[config.mk]
export PLATFORM = sky130hd
export DESIGN_NAME = rx_lane_reorder_bitslip
export DESIGN_NICKNAME = d
export VERILOG_FILES = /design/src/rtl/rx_lane_reorder_bitslip.sv
export SDC_FILE = /design/constraint.sdc
export NUM_CORES = 1
export LEC_CHECK = 0
export ABC_AREA = 1
export BUFFER_PORTS_ARGS = -buffer_cell sky130_fd_sc_hd__buf_2
export CAP_MARGIN = 20
export CORE_UTILIZATION = 61
export CTS_CLUSTER_SIZE = 28
export DETAILED_ROUTE_END_ITERATION = 10
export PLACE_DENSITY_LB_ADDON = 0.3
export SETUP_SLACK_MARGIN = 0.2
export SKIP_LAST_GASP = 1
export SYNTH_ARGS = -nofsm -noshare
export SYNTH_HDL_FRONTEND = slang
export SYNTH_SLANG_ARGS = --single-unit
[constraint.sdc]
create_clock -name SCLK -period 3.9 [get_ports SCLK]
set_input_delay 0.78 -clock SCLK [delete_from_list [all_inputs] [get_ports SCLK]]
set_output_delay 0.78 -clock SCLK [all_outputs]
set_load 0.005 [all_outputs]
[src/rtl/rx_lane_reorder_bitslip.sv]
// Per-lane optional bit reversal followed by a shared registered bitslip window.
// A request/acknowledge FSM steps the slip position and blanks OUT_VALID while it settles.
module rx_lane_reorder_bitslip #(
    parameter int RATIO          = 4,
    parameter int LANES          = 2,
    parameter bit REV_EN_DEFAULT = 1'b1,
    parameter int SETTLE         = 2
) (
    input  logic                       SCLK,
    input  logic                       RESETN,
    input  logic [LANES*RATIO-1:0]     IN_DATA,
    input  logic                       IN_VALID,
    input  logic                       REV_EN,
    input  logic                       SLIP_REQ,
    output logic                       SLIP_ACK,
    output logic                       SLIP_BUSY,
    output logic [$clog2(RATIO)-1:0]   SLIP_POS,
    output logic                       SLIP_WRAP,
    output logic [LANES*RATIO-1:0]     OUT_DATA,
    output logic                       OUT_VALID
);

    localparam int              W           = LANES * RATIO;
    localparam int              PW          = $clog2(RATIO);
    localparam logic [PW:0]     RATIO_L     = RATIO[PW:0];
    localparam logic [PW-1:0]   POS_MAX     = PW'(RATIO - 1);
    localparam logic [3:0]      SETTLE_INIT = 4'(SETTLE - 1);

    // Handshake: SLIP_REQ is a level sampled only in S_IDLE; SLIP_BUSY covers
    // acceptance through the single-cycle SLIP_ACK; requests elsewhere are dropped.
    typedef enum logic [1:0] {
        S_IDLE   = 2'd0,
        S_STEP   = 2'd1,
        S_SETTLE = 2'd2,
        S_ACK    = 2'd3
    } state_t;

    state_t          state_q, state_d;
    logic            rev_q, rev_d;
    logic [W-1:0]    prev_q, prev_d;
    logic [W-1:0]    out_data_q, out_data_d;
    logic            out_valid_q, out_valid_d;
    logic            ack_q, ack_d;
    logic            busy_q, busy_d;
    logic            wrap_q, wrap_d;
    logic            wrap_flag_q, wrap_flag_d;
    logic [PW-1:0]   pos_q, pos_d;
    logic [3:0]      cnt_q, cnt_d;

    logic [W-1:0]         r_data;
    logic [W-1:0]         slip_data;
    logic [2*RATIO-1:0]   ext;
    logic [2*RATIO-1:0]   shifted;
    logic [PW:0]          shamt;

    always_comb begin
        r_data    = '0;
        slip_data = '0;
        ext       = '0;
        shifted   = '0;
        shamt     = RATIO_L - {1'b0, pos_q};
        for (int k = 0; k < LANES; k++) begin
            for (int i = 0; i < RATIO; i++) begin
                r_data[k*RATIO+i] = rev_q ? IN_DATA[k*RATIO+RATIO-1-i] : IN_DATA[k*RATIO+i];
            end
        end
        // Window of RATIO bits taken from {current, previous} word of each lane.
        for (int k = 0; k < LANES; k++) begin
            ext     = {r_data[k*RATIO +: RATIO], prev_q[k*RATIO +: RATIO]};
            shifted = ext >> shamt;
            slip_data[k*RATIO +: RATIO] = shifted[RATIO-1:0];
        end
    end

    always_comb begin
        state_d     = state_q;
        busy_d      = busy_q;
        pos_d       = pos_q;
        cnt_d       = cnt_q;
        wrap_flag_d = wrap_flag_q;
        ack_d       = 1'b0;
        wrap_d      = 1'b0;
        case (state_q)
            S_IDLE: begin
                if (SLIP_REQ) begin
                    state_d = S_STEP;
                    busy_d  = 1'b1;
                end
            end
            S_STEP: begin
                pos_d       = (pos_q == POS_MAX) ? '0 : pos_q + PW'(1);
                wrap_flag_d = (pos_q == POS_MAX);
                cnt_d       = SETTLE_INIT;
                state_d     = S_SETTLE;
            end
            S_SETTLE: begin
                if (cnt_q == 4'd0) begin
                    ack_d   = 1'b1;
                    wrap_d  = wrap_flag_q;
                    state_d = S_ACK;
                end else begin
                    cnt_d = cnt_q - 4'd1;
                end
            end
            S_ACK: begin
                busy_d  = 1'b0;
                state_d = S_IDLE;
            end
            default: state_d = S_IDLE;
        endcase

        rev_d       = REV_EN;
        prev_d      = IN_VALID ? r_data : prev_q;
        out_data_d  = IN_VALID ? slip_data : out_data_q;
        // Gate on the next state so the blanking covers every non-idle cycle.
        out_valid_d = IN_VALID && (state_d == S_IDLE);
    end

    always_ff @(posedge SCLK or negedge RESETN) begin
        if (!RESETN) begin
            state_q     <= S_IDLE;
            rev_q       <= REV_EN_DEFAULT;
            prev_q      <= '0;
            out_data_q  <= '0;
            out_valid_q <= 1'b0;
            ack_q       <= 1'b0;
            busy_q      <= 1'b0;
            wrap_q      <= 1'b0;
            wrap_flag_q <= 1'b0;
            pos_q       <= '0;
            cnt_q       <= 4'd0;
        end else begin
            state_q     <= state_d;
            rev_q       <= rev_d;
            prev_q      <= prev_d;
            out_data_q  <= out_data_d;
            out_valid_q <= out_valid_d;
            ack_q       <= ack_d;
            busy_q      <= busy_d;
            wrap_q      <= wrap_d;
            wrap_flag_q <= wrap_flag_d;
            pos_q       <= pos_d;
            cnt_q       <= cnt_d;
        end
    end

    assign SLIP_ACK  = ack_q;
    assign SLIP_BUSY = busy_q;
    assign SLIP_POS  = pos_q;
    assign SLIP_WRAP = wrap_q;
    assign OUT_DATA  = out_data_q;
    assign OUT_VALID = out_valid_q;

endmodule

### Word level (Yosys, flattened, before mapping)

Index checks and enable logic that the tools add are counted.

| word-level totals | value |
|---|---|
| logic and storage cells | 50 |
| memory bits (writable) | 0 |
| bits in read-only memories | 0 |
| input port bits | 13 |
| bits in latches | 0 |
| memories | 0 |
| output and inout port bits | 14 |
| flip-flop bits (word level) | 30 |

| cells by class | value |
|---|---|
| shifts and indexed selects | 2 |
| reductions and logical operators | 8 |
| divide/modulo/power cells | 0 |
| equal/unequal tests | 6 |
| muxes and demuxes | 20 |
| bitwise logic cells | 0 |
| add/subtract/negate cells | 3 |
| magnitude comparators | 0 |
| multiply operators | 0 |

Operators by type and width:

| kind | number |
|---|---|
| 8-bit by 3-bit right shift with 4-bit output | 2 |
| 1-bit two-way mux | 13 |
| 2-bit one-hot mux with 4 select lines | 1 |
| 4-bit one-hot mux with 2 select lines | 1 |
| 2-bit == test, second input constant | 3 |
| 2-bit two-way mux | 3 |
| 2-bit zero test | 2 |
| 4-bit zero test | 1 |
| 4-bit two-way mux | 1 |
| 2-bit inequality test, second input constant | 2 |
| 2-bit AND reduction | 2 |
| 2-bit nonzero test | 2 |
| 4-bit by 1-bit subtractor with 4-bit output, second input constant | 1 |
| 3-bit by 2-bit subtractor with 3-bit output, first input constant | 1 |
| 2-bit by 1-bit adder with 2-bit output, second input constant | 1 |
| 2-bit by 1-bit == test with 1-bit output, second input constant | 1 |
| 1-bit one-hot mux with 2 select lines | 1 |
| 1-bit logical AND | 1 |

### Longest topological paths before layout

| logic depth | value |
|---|---|
| word-level depth | 5 |
| mapped depth | 11 |
| mapped depth without buffers | 9 |

### Least setup slack after synthesis

No wires, ideal clock.

| path | value |
|---|---|
| path type | reg2reg |
| from | reg pos_q[0], in the netlist SLIP_POS[0] |
| to | reg out_data_q[1], in the netlist OUT_DATA[1] |
| stages on the path, launching flop included | 12 |
| library setup time | 0.122 ns |
| path buffers | 3 |
| data arrival time | 1.524 ns |
| period minus slack after synthesis | 1.646 ns |
| slack | 2.254 ns |
| data required time | 3.778 ns |
| cell sequence | dfrtp_1 -> buf_6 -> inv_6 -> buf_6 -> ha_1 -> buf_4 -> nand2_1 -> inv_2 -> nand3_1 -> nand2_1 -> nor2_1 -> a21oi_1 |

| on the way | value |
|---|---|
| word-level cells in the longest chain between the ends | 2 |

RTL lines:

| element | line | RTL |
|---|---|---|
| from (decl) | 47 | `logic [PW-1:0] pos_q, pos_d;` |
| from (signal assigned) | 142 | `pos_q <= pos_d;` |
| 3-bit by 2-bit subtractor with 3-bit output | 61 | `shamt = RATIO_L - {1'b0, pos_q};` |
| 8-bit by 3-bit right shift with 4-bit output | 70 | `shifted = ext >> shamt;` |
| to (signal assigned) | 136 | `out_data_q <= out_data_d;` |
| to (decl) | 41 | `logic [W-1:0] out_data_q, out_data_d;` |

Every way passes these cells.
A chain may end at the register's enable or synchronous reset.

### Worst setup path in the final report

| path | value |
|---|---|
| from | reg pos_q[0], in the netlist SLIP_POS[0] |
| to | reg out_data_q[4], in the netlist OUT_DATA[4] |

The elaborated chain is that of the path after synthesis.

==> out/results.txt <==
status -> finished, violations left
failing checks -> DRC
Post-Syn Area per Cell -> 7.44 um2
antenna viol nets, final -> 0
crit path cell chain -> inv_6, ha_1, inv_1, nand3_1, nand3_1, nand2_1, nor2_1, nor2_1
CP Capture Type -> flop
Rows -> 19
vias in the first global route -> 1584
Chip Height -> 57.8 um
Cells after Synth -> 255
Worst-path clk slew -> 0.10 ns
TritonCTS clock tree -> built
Distinct cells, synth -> 27
core area -> 2850 um2
Starting DRT DRC Count -> 122
PostCTS Resize Cnt -> 0
fillers -> 244
CP bufs+invs -> 2
share of layout cells above drive strength 1 -> 0.204
final instance area -> 2040 um2
Root Buffer -> clkbuf_4
post-route setup slack -> 1.62 ns
drt wl/cell -> 12.1 um
Synth Area in XOR/XNOR -> 0.00461
GP Congestion -> 0.884
Die Span X -> 57.8 um
Starting Density -> 0.665
Mapped Nets -> 276
clk_skew -> 0.0109 ns
worst slew pin tran -> 0.661 ns
RSZ-0062 raised after global routing -> no
vias per cell -> 5.40
DR vias -> 1674
H-tree levels -> 2
final hold slack -> 0.461 ns
Pwr per Cell Area -> 759 nW/um2
synthesized flop and latch total -> 30
slew margin rel. -> 0.560
Synth Area in Compound Gates -> 0.0883
Hold Vio Cnt, Final -> 0
critical path's largest stage delay -> 0.75 ns
dpl ws -> 1.68 ns
CP arrival -> 2.54 ns
CP top delay family -> flip-flops
final setup vio count -> 0
area of the multi-input gates -> 931 um2
Synth Warn # -> 0
post-synthesis sequential area ratio -> 0.396
Area growth syn-to-layout -> 7.32%
Sink Count -> 30
mapped cell area -> 1900 um2
setup TNS -> 0 ns
GRT Overall Usage -> 0.263
CTS buffer count -> 5
IO Port Bufs -> 26
Post-CTS Repair Setup Buffers -> 0
Adder-Cell Fraction of Synth Area -> 0.0527
hold buffers post-CTS -> 0
CTS Buffer Depth -> 2
crit path time final -> 2.28 ns
I/O pins -> 27
nets@finish -> 299
hpwl dp -> 2.75 mm
Post-DP Area -> 1970 um2
WS Path Type -> reg2reg
antenna violations before repair -> 0
Post-Synth Simple-Gate Area -> 0.345
CP max FO -> 20
# diodes -> 0
Worst setup SP type -> flop
largest net degree at the start of global routing -> 34
Clk Latency, worst-skew pair -> 0.34 ns
first-pass GRT wire length -> 6.67 mm
worst hold path class -> in2async
Post-Route WL -> 3.75 mm
fmax -> 0.439 GHz
mux share of post-synthesis cell area -> 0
largest family of logic cells by synthesized area -> simple AND/OR/NAND/NOR gates
die footprint -> 3340 um2
final critical-path share of the clock period -> 0.585
sequential cell area -> 752 um2
Pre-Repair DR Iteration Count -> 7
Slew Limit Fails -> 0
Leak -> 1.10 nW
Slowest cell on crit path -> dfrtp_1
peak supply drop -> 0.000524 V
# DRC -> 1
WP data required -> 4.16 ns
MaxCap Viol Count -> 0
GRT overflow -> 0
## metrics by stage
stage / std cells / power (mW) / utilization
floorplan: 255 / 1.20 / -
global placement: 302 / 1.32 / 0.692
detailed placement: 302 / 1.35 / 0.692
CTS: 310 / 1.55 / 0.714
global route: 310 / 1.70 / 0.714
finish: 310 / 1.55 / 0.714
## synth_stat cells (all sizes together)
| cell | instances | area (um2) |
|---|---|---|
| dfrtp | 29 | 726 |
| o22ai | 1 | 6.26 |
| nor2 | 32 | 123 |
| nand4 | 1 | 6.26 |
| inv | 31 | 121 |
| nand3 | 41 | 235 |
| ha | 8 | 100 |
| clkbuf | 1 | 3.75 |
| buf | 9 | 90.1 |
| dfstp | 1 | 26.3 |
| a31oi | 8 | 50.1 |
| xor2 | 1 | 8.76 |
| o21ai | 13 | 68.8 |
| nand2 | 72 | 290 |
| a21oi | 7 | 42.5 |
## worst register-to-register path: cells and delay by family (launching register included)
kind	cells	cell delay (ns)
and+or+nand+nor	5	0.45
DFF	1	0.75
buffers and inverters	2	0.43
adders and majority gates	1	0.58
## state kept, by name (all words and copies together) (netlist names), 2 cells and up
register	flops
OUT_DATA	8
state_q	2
SLIP_POS	2
cnt_q	4
prev_q	8
## cell families (layout without fill, tap and decap cells)
| family | count (synthesis) | count (layout) |
|---|---|---|
| fa+ha+maj | 8 | 8 |
| compound gates | 29 | 29 |
| simple gates | 146 | 146 |
| buf+inv | 41 | 65 |
| flops | 30 | 30 |
| xor+xnor | 1 | 1 |
## power breakdown
| group | internal [mW] | switching [mW] |
|---|---|---|
| Sequential | 0.422 | 0.0941 |
| Combinational | 0.311 | 0.520 |
| Clock | 0.0865 | 0.113 |
## path summary, 6_finish.rpt
| path | from | end | slack (ns) | depth (start not counted) |
|---|---|---|---|---|
| max | SLIP_POS[0]$_DFFE_PN0P_ | OUT_DATA[4]$_DFFE_PN0P_ | 1.62 | 8 |
| min | RESETN | SLIP_BUSY$_DFFE_PN0P_ | 0.46 | 1 |
| max reg2reg | SLIP_POS[0]$_DFFE_PN0P_ | OUT_DATA[4]$_DFFE_PN0P_ | 1.62 | 8 |
| min reg2reg | SLIP_BUSY$_DFFE_PN0P_ | SLIP_BUSY$_DFFE_PN0P_ | 0.50 | 2 |
| max in group asynchronous | RESETN | OUT_DATA[7]$_DFFE_PN0P_ | 3.01 | 1 |
| min in group SCLK | SLIP_BUSY$_DFFE_PN0P_ | SLIP_BUSY$_DFFE_PN0P_ | 0.50 | 2 |
## placed cells by master, fill, tap and decap left out, types with 6 or more instances in the layout
cell / instances
nand3_2: 6
dfrtp_1: 29
buf_2: 26
nand3_1: 35
nand2_1: 66
a31oi_1: 8
o21ai_0: 9
nor2_1: 31
inv_1: 25
ha_1: 8
## metal layers
layer	track usage	wire [um]
met4	0.143	80
met3	0.0603	210
met2	0.415	1670
met1	0.337	1790
met5	0	0
## final cells by class
type,count,area share
multi-input cells,184,0.457
inverters,31,0.0596
repair buffers,26,0.0639
well taps,31,0.0190
flip-flops and latches,30,0.369
clock buffers,6,0.0252
clock inverters,2,0.00614
(Power assumes the default switching activity.)
